$ cat config.mk
export PLATFORM = sky130hd
export DESIGN_NAME = fifo_16to8
export DESIGN_NICKNAME = d
export VERILOG_FILES = /design/src/rtl/fifo_pkg.sv /design/src/rtl/fifo_ram_2x8.sv /design/src/rtl/fifo_16to8.sv
export SDC_FILE = /design/constraint.sdc
export NUM_CORES = 2
export LEC_CHECK = 0
export BUFFER_PORTS_ARGS = -buffer_cell sky130_fd_sc_hd__buf_4
export CORE_MARGIN = 8
export CORE_UTILIZATION = 30
export CTS_CLUSTER_DIAMETER = 40
export DETAILED_ROUTE_END_ITERATION = 10
export SLEW_MARGIN = 20
export SYNTH_ARGS = -nofsm -noshare
export SYNTH_HDL_FRONTEND = slang
export SYNTH_HIERARCHICAL = 1
export SYNTH_SLANG_ARGS = --single-unit
export TNS_END_PERCENT = 50
$ cat constraint.sdc
create_clock -name sys_clk -period 3.5 [get_ports sys_clk]
set_clock_uncertainty 0.2 [all_clocks]
set_input_delay 0.175 -clock sys_clk [delete_from_list [all_inputs] [get_ports sys_clk]]
set_output_delay 0.175 -clock sys_clk [all_outputs]
set_load 0.01 [all_outputs]
$ cat src/rtl/fifo_pkg.sv
// Shared constants and width helpers for the 16-to-8 narrowing FIFO.
package fifo_pkg;

  localparam int unsigned DEPTH_DEFAULT = 256;

  // wr_data[7:0] leaves the FIFO before wr_data[15:8].
  localparam bit LOW_BYTE_FIRST = 1'b1;

  // Byte address width for a FIFO of the given byte depth.
  function automatic int unsigned addr_w(input int unsigned depth);
    return $clog2(depth);
  endfunction

  // Occupancy counter width; one extra bit so a full FIFO is representable.
  function automatic int unsigned cnt_w(input int unsigned depth);
    return $clog2(depth) + 1;
  endfunction

endpackage

$ cat src/rtl/fifo_ram_2x8.sv
// Simple dual-port byte RAM: 16-bit write at an even byte address, 8-bit registered read.
// Two 8-bit banks selected by byte-address bit 0 keep it block-RAM inferable.
module fifo_ram_2x8
  import fifo_pkg::*;
#(
  parameter int unsigned AW = 8
) (
  input  logic          clk,
  input  logic          rst,
  input  logic          wr_en,
  input  logic [AW-2:0] wr_addr,
  input  logic [15:0]   wr_data,
  input  logic          rd_en,
  input  logic [AW-1:0] rd_addr,
  output logic [7:0]    rd_data
);

  localparam int unsigned WORDS = 2 ** (AW - 1);

  logic [7:0] bank0 [WORDS];
  logic [7:0] bank1 [WORDS];

  // Word write: even byte goes to bank0, odd byte to bank1.
  always_ff @(posedge clk) begin
    if (wr_en) begin
      bank0[wr_addr] <= LOW_BYTE_FIRST ? wr_data[7:0]  : wr_data[15:8];
      bank1[wr_addr] <= LOW_BYTE_FIRST ? wr_data[15:8] : wr_data[7:0];
    end
  end

  // Registered byte read; output holds when no read is accepted.
  always_ff @(posedge clk) begin
    if (rst) begin
      rd_data <= 8'h00;
    end else if (rd_en) begin
      rd_data <= rd_addr[0] ? bank1[rd_addr[AW-1:1]] : bank0[rd_addr[AW-1:1]];
    end
  end

endmodule

$ cat src/rtl/fifo_16to8.sv
// Single-clock FIFO: 16-bit words in, bytes out low byte first, one-cycle read latency.
module fifo_16to8
  import fifo_pkg::*;
#(
  parameter int unsigned DEPTH = DEPTH_DEFAULT,
  localparam int unsigned AW = addr_w(DEPTH)
) (
  input  logic          sys_clk,
  input  logic          sys_rst,
  input  logic          wr_req,
  input  logic [15:0]   wr_data,
  output logic          wr_full,
  output logic          wr_empty,
  output logic [AW-1:0] wr_usedw,
  input  logic          rd_req,
  output logic [7:0]    rd_data,
  output logic          rd_valid,
  output logic          rd_empty,
  output logic          rd_full,
  output logic [AW:0]   rd_usedw
);

  localparam int unsigned CW = cnt_w(DEPTH);
  localparam logic [CW-1:0] CNT_DEPTH = CW'(DEPTH);
  localparam logic [CW-1:0] CNT_HIWAT = CW'(DEPTH - 2);

  logic [CW-1:0] count;
  // Write pointer kept as a word index; the byte pointer {wr_wptr, 1'b0} is always even.
  logic [AW-2:0] wr_wptr;
  logic [AW-1:0] rd_ptr;
  logic          wr_acc;
  logic          rd_acc;

  // Flags and usedw come straight from the post-edge count; no look-ahead on requests.
  assign wr_full  = (count > CNT_HIWAT);
  assign rd_full  = (count == CNT_DEPTH);
  assign wr_empty = (count == '0);
  assign rd_empty = (count == '0);
  assign wr_usedw = count[CW-1:1];
  assign rd_usedw = count;

  // Accept decisions use pre-edge flags, so a write into an empty FIFO cannot be read through.
  assign wr_acc = wr_req && !wr_full && !sys_rst;
  assign rd_acc = rd_req && !rd_empty && !sys_rst;

  fifo_ram_2x8 #(
    .AW (AW)
  ) u_ram (
    .clk     (sys_clk),
    .rst     (sys_rst),
    .wr_en   (wr_acc),
    .wr_addr (wr_wptr),
    .wr_data (wr_data),
    .rd_en   (rd_acc),
    .rd_addr (rd_ptr),
    .rd_data (rd_data)
  );

  // Pointers, byte counter and read-valid strobe.
  always_ff @(posedge sys_clk) begin
    if (sys_rst) begin
      count    <= '0;
      wr_wptr  <= '0;
      rd_ptr   <= '0;
      rd_valid <= 1'b0;
    end else begin
      rd_valid <= rd_acc;
      if (wr_acc) wr_wptr <= wr_wptr + 1'b1;
      if (rd_acc) rd_ptr  <= rd_ptr + 1'b1;
      unique case ({wr_acc, rd_acc})
        2'b10:   count <= count + CW'(2);
        2'b01:   count <= count - CW'(1);
        2'b11:   count <= count + CW'(1);
        default: count <= count;
      endcase
    end
  end

endmodule

==> flow_metrics.tcl <==
set metrics [dict create \
    status "finished, final reports clean" \
    cts_max_path_buffers 4 \
    critPathCaptureType "flip-flop" \
    avgViaCountPerCell 5.21 \
    fin_cells 8193 \
    critPathMaxFanout 30 \
    htree_num_levels 5 \
    clock_power_share_pct 46.2 \
    postCtsSetupBuffers 0 \
    layout_min_cycle_time_ps 3470 \
    synth_top_area_share_pct 75.5 \
    placed_area_mm2 0.0882 \
    wl_um 227000 \
    cp_cell_sequence "buf_4, mux4_2, a2111oi_0, or4_1, a2111oi_1, nand4_1, nand3_1" \
    antenna_left 0 \
    power.leakage_nw 30.5 \
    die_h_um 537 \
    rsz0062_at_grt "yes" \
    synth_nets 3887 \
    cts_root_buffer "clkbuf_16" \
    cp_slowest_stage_delay_ps 1040 \
    nNetsFinal 4434 \
    sw_frac_of_total_pct 23.0 \
    die_x_um 537 \
    setup_violations 0 \
    synthArstFlopShare_pct 0 \
    design.core.area_mm2 0.270 \
    rows 191 \
    dp.cells 7654 \
    finalWeightedCongestion 0.851 \
    cts-buffers-inserted 294 \
    wl_per_cell_um 27.7 \
    ff2ff_setup_slack_ps 30 \
    finalHoldViolCount 0 \
    timing.final.ws_setup_ps 28.9 \
    tns_ps 0 \
    syn2layout_area_growth_pct 20.3 \
    syn_area_per_cell_um2 21.1 \
    post-route-util_pct 36.3 \
    slew_headroom_pct 19.3 \
    cp_slowest_cell "a2111oi_0" \
    clkLatencyLatePin_ps 910 \
    drive_gt1_share_pct 28.8 \
    grt_max_degree 91 \
    path_buf_inv 1 \
    peakVddDrop_mv 0.449 \
    place_hpwl_um 139000 \
    seqPwrFrac_pct 44.3 \
    first_global_vias 42600 \
    dieArea_mm2 0.288 \
    syn-instance-count 3856 \
    cp.arrival_ps 4030 \
    powerDensity_mw_per_mm2 636 \
    ys_top_cells_by_area "edfxtp_1 (76%), mux4_2 (9.9%), mux2i_1 (3.2%)" \
    critPathLaunchType "flip-flop" \
    hold_path_class "in -> reg" \
    synth_seq_cells 2081 \
    crit_type "reg -> reg" \
    synth-edff-count 2048 \
    via_count 42700 \
    p_int_mw 48.0 \
    fin_crit_sh_pct 99.2 \
    drc 0 \
    first_iter_violations 4918 \
    combPwrFrac_pct 9.5 \
    cp_top_family "compound AO/OA/AOI/OAI gates" \
    critPathRequiredTime_ps 4060 \
    ios 50 \
    yosysWarnings 6 \
    tightest_slew_ps 1180 \
    synth-main-ff-cell "edfxtp_1" \
    cts_tree "yes" \
    fin_area_mm2 0.0980 \
    portBuffers 49 \
    drv_slew 0 \
    cap_violations 0 \
    grt.overflow.total 0 \
    grt_use_total_pct 15.3 \
    synth_top_area_cell "edfxtp_1" \
    start_util_pct 30.1 \
    antenna_found_initial 12 \
    cts_sinks 2081 \
    dr.pass1.iters 6 \
    synthDistinctLibCells 77 \
    p_sw_mw 14.3 \
    synthesis.area_mm2 0.0814 \
    max_freq_mhz 288 \
    preCtsSetupSlack_ps -223 \
    yosysSeqAreaShare_pct 76.3 \
    clk_pin_slew_ps 60 \
    grt_first_pass_wirelength_um 321000 \
]
==> through the flow <==
step | power, mW | hold WS (ps)
3_5_place_dp | 34.0 | 280
3_3_place_gp | 34.0 | 284
6_report | 62.3 | 124
4_1_cts | 62.8 | 67.1
5_1_grt | 64.1 | 136
2_1_floorplan | 32.1 | 73.9
==> layout make-up <==
type | instances | area, µm²
clock buffer | 331 | 7680
clock inverter | 177 | 1850
multi-input combinational | 1550 | 17600
inverter | 3 | 16.3
antenna | 8 | 20.0
sequential | 2081 | 62200
tap | 3570 | 4470
timing repair buffer | 473 | 4190
fill | 24500 | 172000
==> power groups by stage <==
stage	combinational [mW]	sequential (mW)	clock, mW
6_report	5.90	27.6	28.8
5_1_grt	6.24	27.6	30.3
4_1_cts	5.94	27.6	29.2
3_5_place_dp	5.89	28.2	0
3_3_place_gp	5.84	28.1	0
2_1_floorplan	4.02	28.1	0
==> registers in the layout, summed over array words and instances (netlist names) <==
register       count
rd_usedw           9
wr_wptr            7
u_ram/rd_data      8
u_ram/bank0     1024
rd_ptr             8
u_ram/bank1     1024
rd_valid           1
==> synth_stat cells (36+ instances only) <==
| master | n |
|---|---|
| mux4_1 | 57 |
| edfxtp_1 | 2048 |
| a21oi_1 | 60 |
| o21ai_0 | 40 |
| nor2_1 | 184 |
| o221ai_1 | 57 |
| nand3_1 | 38 |
| a22oi_1 | 36 |
| clkbuf_1 | 58 |
| buf_2 | 44 |
| o22ai_1 | 82 |
| mux4_2 | 359 |
| mux2i_1 | 258 |
| buf_6 | 47 |
| nand2_1 | 87 |
==> per-layer routing <==
metal	GRT usage (%)	vias to the layer above	part of all wire, %
met2	24.5	2095	47
met4	5.25	2	3.3
met5	0	-	0.0057
met3	3.18	397	8.6
met1	20.7	22800	41
li1	-	17400	-
==> cell usage in the layout (no fill, tap or decap), types with 38 or more instances in the layout <==
cell / synthesis / layout
a21oi_1: 60 / 60
o22ai_1: 82 / 81
o21ai_0: 40 / 40
mux4_1: 57 / 57
edfxtp_1: 2048 / 2048
nand2_1: 87 / 85
o221ai_1: 57 / 57
mux4_2: 359 / 359
buf_4: 29 / 401
clkbuf_16: 0 / 302
nor2_1: 184 / 154
mux2i_1: 258 / 258
nand3_1: 38 / 38
buf_12: 12 / 45
inv_6: 0 / 40
==> worst reg2reg max path: stages (launching register included) <==
cell,delay (ps)
dfxtp_4,610
buf_4,510
mux4_2,420
a2111oi_0,1040
or4_1,280
a2111oi_1,80
nand4_1,100
nand3_1,90
==> what timing repair did <==
action	4_1_cts	5_1_grt
pin swaps	0	0
hold buffers	23	0
endpoints found under the hold margin	1604	0
resized for setup	3	6
endpoints found under the setup margin	1	6
==> path summary, 6_finish.rpt <==
kind	startpoint	endpoint	cells after the start
worst max-delay path	rd_ptr[2]	u_ram/rd_data[0]	7
worst min-delay path	wr_req	rd_usedw[7]	5
worst max register to register	rd_ptr[2]	u_ram/rd_data[0]	7
worst min register to register	u_ram/rd_data[4]	u_ram/rd_data[4]	2
==> cell families (layout without fill, tap and decap cells) <==
logic type | count (synthesis) | in the layout | share of synthesized area (%)
adders and majority gates | 11 | 11 | 0.178
AOI/OAI and AO/OA | 412 | 412 | 3.61
other | 0 | 8 | 0
and+or+nand+nor | 428 | 428 | 2.44
buffers and inverters | 225 | 984 | 2.21
muxes | 677 | 677 | 15.0
xor gates and xnor gates | 22 | 22 | 0.237
DFF | 2081 | 2081 | 76.3
No activity file was read; power rests on OpenSTA's default activity.
